## config.mk

```make
export PLATFORM = sky130hd
export DESIGN_NAME = mult_div_unit
export DESIGN_NICKNAME = d
export VERILOG_FILES = /design/src/rtl/mdu_pkg.sv /design/src/rtl/mdu_div_step.sv /design/src/rtl/mult_div_unit.sv
export SDC_FILE = /design/constraint.sdc
export NUM_CORES = 2
export LEC_CHECK = 0
export ABC_AREA = 0
export BUFFER_PORTS_ARGS = -buffer_cell sky130_fd_sc_hd__buf_2
export CAP_MARGIN = 40
export CORE_MARGIN = 5
export CORE_UTILIZATION = 30
export CTS_BUF_LIST = sky130_fd_sc_hd__clkbuf_8 sky130_fd_sc_hd__clkbuf_16
export DETAILED_ROUTE_END_ITERATION = 16
export PLACE_DENSITY_LB_ADDON = 0.3
export SKIP_CTS_REPAIR_TIMING = 1
export SLEW_MARGIN = 20
export SYNTH_ARGS = -nofsm -noshare
export SYNTH_HDL_FRONTEND = slang
export SYNTH_SLANG_ARGS = --single-unit
```

## constraint.sdc

```tcl
create_clock -name clk -period 11.1 [get_ports clk]
set_input_delay 0.555 -clock clk [delete_from_list [all_inputs] [get_ports clk]]
set_output_delay 0.555 -clock clk [all_outputs]
set_load 0.02 [all_outputs]
```

## src/rtl/mdu_pkg.sv

```systemverilog
// Shared encodings for the EX-stage multiply/divide unit.
package mdu_pkg;

    localparam int MDU_DATA_W = 32;
    localparam int DIV_CYCLES = MDU_DATA_W + 1;

    localparam logic [2:0] MDU_MULT  = 3'd0;
    localparam logic [2:0] MDU_MULTU = 3'd1;
    localparam logic [2:0] MDU_DIV   = 3'd2;
    localparam logic [2:0] MDU_DIVU  = 3'd3;
    localparam logic [2:0] MDU_MTHI  = 3'd4;
    localparam logic [2:0] MDU_MTLO  = 3'd5;

    typedef enum logic [1:0] {
        IDLE = 2'd0,
        MUL  = 2'd1,
        DIV  = 2'd2
    } mdu_state_e;

    function automatic logic is_signed_op(input logic [2:0] op);
        return (op == MDU_MULT) || (op == MDU_DIV);
    endfunction

endpackage

```

## src/rtl/mdu_div_step.sv

```systemverilog
// One restoring-division iteration: shift in the next dividend bit, trial-subtract.
module mdu_div_step #(
    parameter int DATA_W = 32
) (
    input  logic [DATA_W-1:0] rem,
    input  logic [DATA_W-1:0] quo,
    input  logic [DATA_W-1:0] divisor,
    output logic [DATA_W-1:0] rem_next,
    output logic [DATA_W-1:0] quo_next
);

    // One extra bit: the shifted remainder can exceed DATA_W bits for large divisors.
    logic [DATA_W:0] shifted;
    logic [DATA_W:0] diff;
    logic            fits;

    always_comb begin
        shifted  = {rem, quo[DATA_W-1]};
        diff     = shifted - {1'b0, divisor};
        fits     = ~diff[DATA_W];
        rem_next = fits ? diff[DATA_W-1:0] : shifted[DATA_W-1:0];
        quo_next = {quo[DATA_W-2:0], fits};
    end

endmodule

```

## src/rtl/mult_div_unit.sv

```systemverilog
// Multi-cycle multiply/divide unit owning HI/LO; stalls issue via busy_o while in flight.
module mult_div_unit
    import mdu_pkg::*;
#(
    parameter int DATA_W     = MDU_DATA_W,
    parameter int MUL_CYCLES = 4
) (
    input  logic              clk,
    input  logic              reset,
    input  logic              op_valid_i,
    input  logic [2:0]        op_i,
    input  logic [DATA_W-1:0] src_a_i,
    input  logic [DATA_W-1:0] src_b_i,
    input  logic              flush_ex_i,
    output logic              busy_o,
    output logic              done_o,
    output logic [DATA_W-1:0] hi_o,
    output logic [DATA_W-1:0] lo_o
);

    localparam int CNT_W = $clog2(DATA_W + 2);

    mdu_state_e        state_q, state_d;
    logic [CNT_W-1:0]  cnt_q;
    logic [DATA_W-1:0] a_q, b_q, rem_q;
    logic              sgn_q, neg_q_q, neg_r_q, dz_q;
    logic [DATA_W-1:0] hi_q, lo_q;
    logic              done_q;

    logic              accept, is_mul_op, is_div_op;
    logic              sgn, a_neg, b_neg;
    logic [DATA_W-1:0] a_abs, b_abs;
    logic              mul_last, div_last;

    always_comb begin
        accept    = op_valid_i && !flush_ex_i && (state_q == IDLE);
        is_mul_op = (op_i == MDU_MULT) || (op_i == MDU_MULTU);
        is_div_op = (op_i == MDU_DIV) || (op_i == MDU_DIVU);
        sgn       = is_signed_op(op_i);
        a_neg     = sgn & src_a_i[DATA_W-1];
        b_neg     = sgn & src_b_i[DATA_W-1];
        a_abs     = a_neg ? -src_a_i : src_a_i;
        b_abs     = b_neg ? -src_b_i : src_b_i;
        mul_last  = (cnt_q == CNT_W'(MUL_CYCLES - 1));
        div_last  = (cnt_q == CNT_W'(DATA_W));
    end

    // Extending to 2*DATA_W gives the exact low 2*DATA_W product bits for both signednesses.
    logic [2*DATA_W-1:0] mul_a, mul_b, product;
    always_comb begin
        mul_a   = {{DATA_W{sgn_q & a_q[DATA_W-1]}}, a_q};
        mul_b   = {{DATA_W{sgn_q & b_q[DATA_W-1]}}, b_q};
        product = mul_a * mul_b;
    end

    logic [DATA_W-1:0] rem_nx, quo_nx, q_fix, r_fix;

    mdu_div_step #(.DATA_W(DATA_W)) u_div_step (
        .rem      (rem_q),
        .quo      (a_q),
        .divisor  (b_q),
        .rem_next (rem_nx),
        .quo_next (quo_nx)
    );

    always_comb begin
        q_fix = neg_q_q ? -a_q : a_q;
        r_fix = neg_r_q ? -rem_q : rem_q;
    end

    always_comb begin
        state_d = state_q;
        case (state_q)
            IDLE: begin
                if (accept && is_mul_op)      state_d = MUL;
                else if (accept && is_div_op) state_d = DIV;
            end
            MUL:     if (mul_last) state_d = IDLE;
            DIV:     if (div_last) state_d = IDLE;
            default: state_d = IDLE;
        endcase
    end

    always_ff @(posedge clk) begin
        if (reset) begin
            state_q <= IDLE;
            cnt_q   <= '0;
            a_q     <= '0;
            b_q     <= '0;
            rem_q   <= '0;
            sgn_q   <= 1'b0;
            neg_q_q <= 1'b0;
            neg_r_q <= 1'b0;
            dz_q    <= 1'b0;
            hi_q    <= '0;
            lo_q    <= '0;
            done_q  <= 1'b0;
        end else begin
            state_q <= state_d;
            done_q  <= 1'b0;
            case (state_q)
                IDLE: begin
                    if (accept) begin
                        cnt_q <= '0;
                        case (op_i)
                            MDU_MTHI: hi_q <= src_a_i;
                            MDU_MTLO: lo_q <= src_a_i;
                            MDU_MULT, MDU_MULTU: begin
                                a_q   <= src_a_i;
                                b_q   <= src_b_i;
                                sgn_q <= sgn;
                            end
                            MDU_DIV, MDU_DIVU: begin
                                a_q     <= a_abs;
                                b_q     <= b_abs;
                                rem_q   <= '0;
                                neg_q_q <= a_neg ^ b_neg;
                                neg_r_q <= a_neg;
                                dz_q    <= (src_b_i == '0);
                            end
                            default: ;
                        endcase
                    end
                end
                MUL: begin
                    if (mul_last) begin
                        hi_q   <= product[2*DATA_W-1:DATA_W];
                        lo_q   <= product[DATA_W-1:0];
                        done_q <= 1'b1;
                    end else begin
                        cnt_q <= cnt_q + CNT_W'(1);
                    end
                end
                DIV: begin
                    if (div_last) begin
                        // Divide by zero leaves |dividend| in rem; r_fix restores the original.
                        lo_q   <= dz_q ? '1 : q_fix;
                        hi_q   <= r_fix;
                        done_q <= 1'b1;
                    end else begin
                        a_q   <= quo_nx;
                        rem_q <= rem_nx;
                        cnt_q <= cnt_q + CNT_W'(1);
                    end
                end
                default: ;
            endcase
        end
    end

    assign busy_o = (state_q != IDLE);
    assign done_o = done_q;
    assign hi_o   = hi_q;
    assign lo_o   = lo_q;

endmodule

```

==> run metrics <==
status=complete, no violations; post-route cell area=0.0540 mm2; reported max-cap violation count=0; time the final worst path needs with I/O delays and setup=about 9.4 ns; crit path max fanout=13; Max Slew Vio Count=0; total global-route track usage=0.205; wl on met1=a little over 70000 um; cell area after synthesis=between 0.05 and 0.06 mm2; RSZ-0062 raised after global routing=no; number of clock sinks=173; library cell occupying the most area in the post-synthesis netlist=fa_1; DIE WIDTH=around 420 um; WL final=177000 um; Die Y=~420 um; clock tree from TritonCTS=built; proportion of synthesized flip-flops having asynchronous set or reset=0; synthesized-area fraction occupied by xor and xnor cells=0.0356; maximum clock frequency=106 MHz; Worst Setup Path Type=flip-flop to flip-flop; arithmetic-cell share of the synthesized area counting full adders, half adders and majority gates=0.513; maximum buffer depth of the clock tree=2; Critical Path AT=roughly 9.8 ns; clock transition time at the flip-flop clock pins of the worst setup and hold paths=around 0.090 ns; max layer used=met4; Placer Congestion=0.933; proportion of synthesized area in mux cells=0.00581; number of design rule violations left after detail routing=0; fraction of final layout cells with drive strength greater than 1=0.0617; register area share after synthesis=0.0691; most frequent cells after synthesis=1201 x inv_1, 1126 x fa_1, 959 x nand2_1; met2 WL=between 80000 and 90000 um; Die ar.=around 0.18 mm2; startpoint type of the worst setup path=flip-flop; CTS root buf=clkbuf_16; post-synthesis average cell area=~8.5 um2; first-pass GRT wire length=roughly 270000 um; ys flop type=dfxtp_1; largest family of logic cells by synthesized area=adder cells; Setup-failing EPs final=0; compound-gate portion of the synthesized area=0.0935; via count=about 41000; area of the placeable core=0.167 mm2; worst clock skew=0.0220 ns; area share of the leading cell type in the synthesized netlist=0.450; NumNets Final=~7200; total count of hold-check failures in the final report=0; Yosys Warn Count=0; cell count after synthesis=a little under 6000; post-synthesis cell type count=87; endpoint required time on the critical path=between 10 and 15 ns; number of flops mapped to enable cells by yosys=0; Area after DPL=0.0533 mm2; cell with the most instances after synthesis=inv_1; area growth from synthesis to layout=7.69%; leakage power=25.1 nW; ranking of synthesized cells by area=fa_1 45%, inv_1 9.0%, nand2_1 7.2%; Simple-Gate Fraction of Synth Area=0.164; drt via density=between 5 and 6; pin count of the biggest net entering global routing=66; drt first-iter violations=~3500; count of H-tree levels built during CTS=4; average wire per cell in the routed design=about 22 um; met3 wirelength from detailed routing=roughly 12000 um; kind of capture point of the worst setup path=flip-flop; Top-Level Pins=about 140; antenna violations before repair=11; DPL Wire Length=between 100000 and 150000 um; count of buffers inserted at the top-level ports=roughly 140; number of nets in the synthesized netlist=7326; Detailed Routing Iterations Pass 1=8; number of standard-cell rows in the floorplan=150; total power divided by cell area=~56 mW/mm2; clock insertion delay at the later pin of the skew report=0.51 ns; vias in the first global route=approximately 43000; final critical-path share of the clock period=0.848; IR drop worst, VDD=0.136 mV; TNS Setup=0 ns; overall power of the completed layout=3.03 mW; starting density of the core=0.301; remaining max-slew budget at the tightest pin=0.239; class of the most critical hold timing path=input pin to flip-flop; TritonCTS buffer count=17; Detail Route Antenna Nets=0; post-synthesis register bit count=about 170; GRT Residual Overflow=0; worst-margin pin slew=1.14 ns
## logic make-up (layout without fill, tap and decap cells)
logic type | Yosys count | in the layout
DFF | 173 | 173
buffers and inverters | 1572 | 1499
other | 0 | 9
muxes | 29 | 29
xor gates and xnor gates | 204 | 204
adders and majority gates | 1381 | 1381
and+or+nand+nor | 1800 | 1800
AOI/OAI and AO/OA | 715 | 715
## path summary, 6_finish.rpt
kind | slack [ns] | depth (start not counted) | end | startpoint
worst min register to register | 0.46 | 2 | lo_o[24] | lo_o[24]
worst max-delay path | 1.69 | 25 | hi_o[31] | a_q[31]
worst max register to register | 1.69 | 25 | hi_o[31] | a_q[31]
worst min-delay path | 0.36 | 3 | b_q[0] | src_b_i[0]
## cells in the final DEF, fill, tap and decap left out, types with 135 or more instances in the layout
master / n
a21oi_1: 207
and2_1: 304
buf_2: 135
dfxtp_1: 159
fa_1: 1126
ha_1: 252
inv_1: 1201
nand2_1: 959
nor2_1: 257
o21ai_0: 153
xnor2_1: 144
## power by group
group / leakage (nW) / internal, mW / switching (mW) / total, mW
combinational: 23.4 / 0.499 / 1.08 / 1.58
clock: 0.310 / 0.330 / 0.365 / 0.695
sequential: 1.41 / 0.655 / 0.0977 / 0.753
total: 25.1 / 1.48 / 1.54 / 3.03
## worst max-delay path, cell delays in order, from the launching register on
cell	delay [ns]
dfxtp_1	0.35
and2_1	0.63
nand2_1	0.26
inv_1	0.15
fa_1	0.39
inv_1	0.24
fa_1	0.50
inv_1	0.20
fa_1	0.49
fa_1	0.93
inv_1	0.37
fa_1	0.57
inv_1	0.05
fa_1	0.53
inv_1	0.05
fa_1	0.45
fa_1	0.49
inv_1	0.04
ha_1	0.40
nand4_1	0.14
nor4b_1	0.73
a2111oi_4	0.18
o31ai_2	0.42
a21oi_1	0.15
or4_1	0.53
o211ai_1	0.09
## layout make-up
class,instances,area [um2]
Antenna cell,9,22.5
Multi-Input combinational cell,4129,40800
Timing Repair Buffer,261,1770
Clock inverter,15,220
Tap cell,2204,2760
Clock buffer,17,425
Inverter,1206,4530
Sequential cell,173,3480
Fill cell,17700,113000
## sequential cells by signal, summed over array words and instances, names as in the netlist, 2 cells and up
register / flops
a_q: 32
b_q: 32
hi_o: 32
lo_o: 32
rem_q: 32
cnt_q: 6
state_q: 2
## metrics by stage
stage / hold slack (ns) / util / cells / setup WS (ns)
finish: 0.364 / 0.324 / 8014 / 1.69
global route: 0.370 / 0.324 / 8008 / 1.13
CTS: 0.338 / 0.324 / 8003 / 1.71
detailed placement: 0.445 / 0.320 / 7971 / 1.76
global placement: 0.444 / 0.319 / 7959 / 1.78
floorplan: 0.457 / - / 5874 / 2.97
## routing by layer
layer,global-route usage,vias up
li1,-,17700
met4,0.0751,0
met3,0.0289,266
met2,0.348,1397
met5,0,-
met1,0.266,21200
Power figures use the tool's default switching activity.
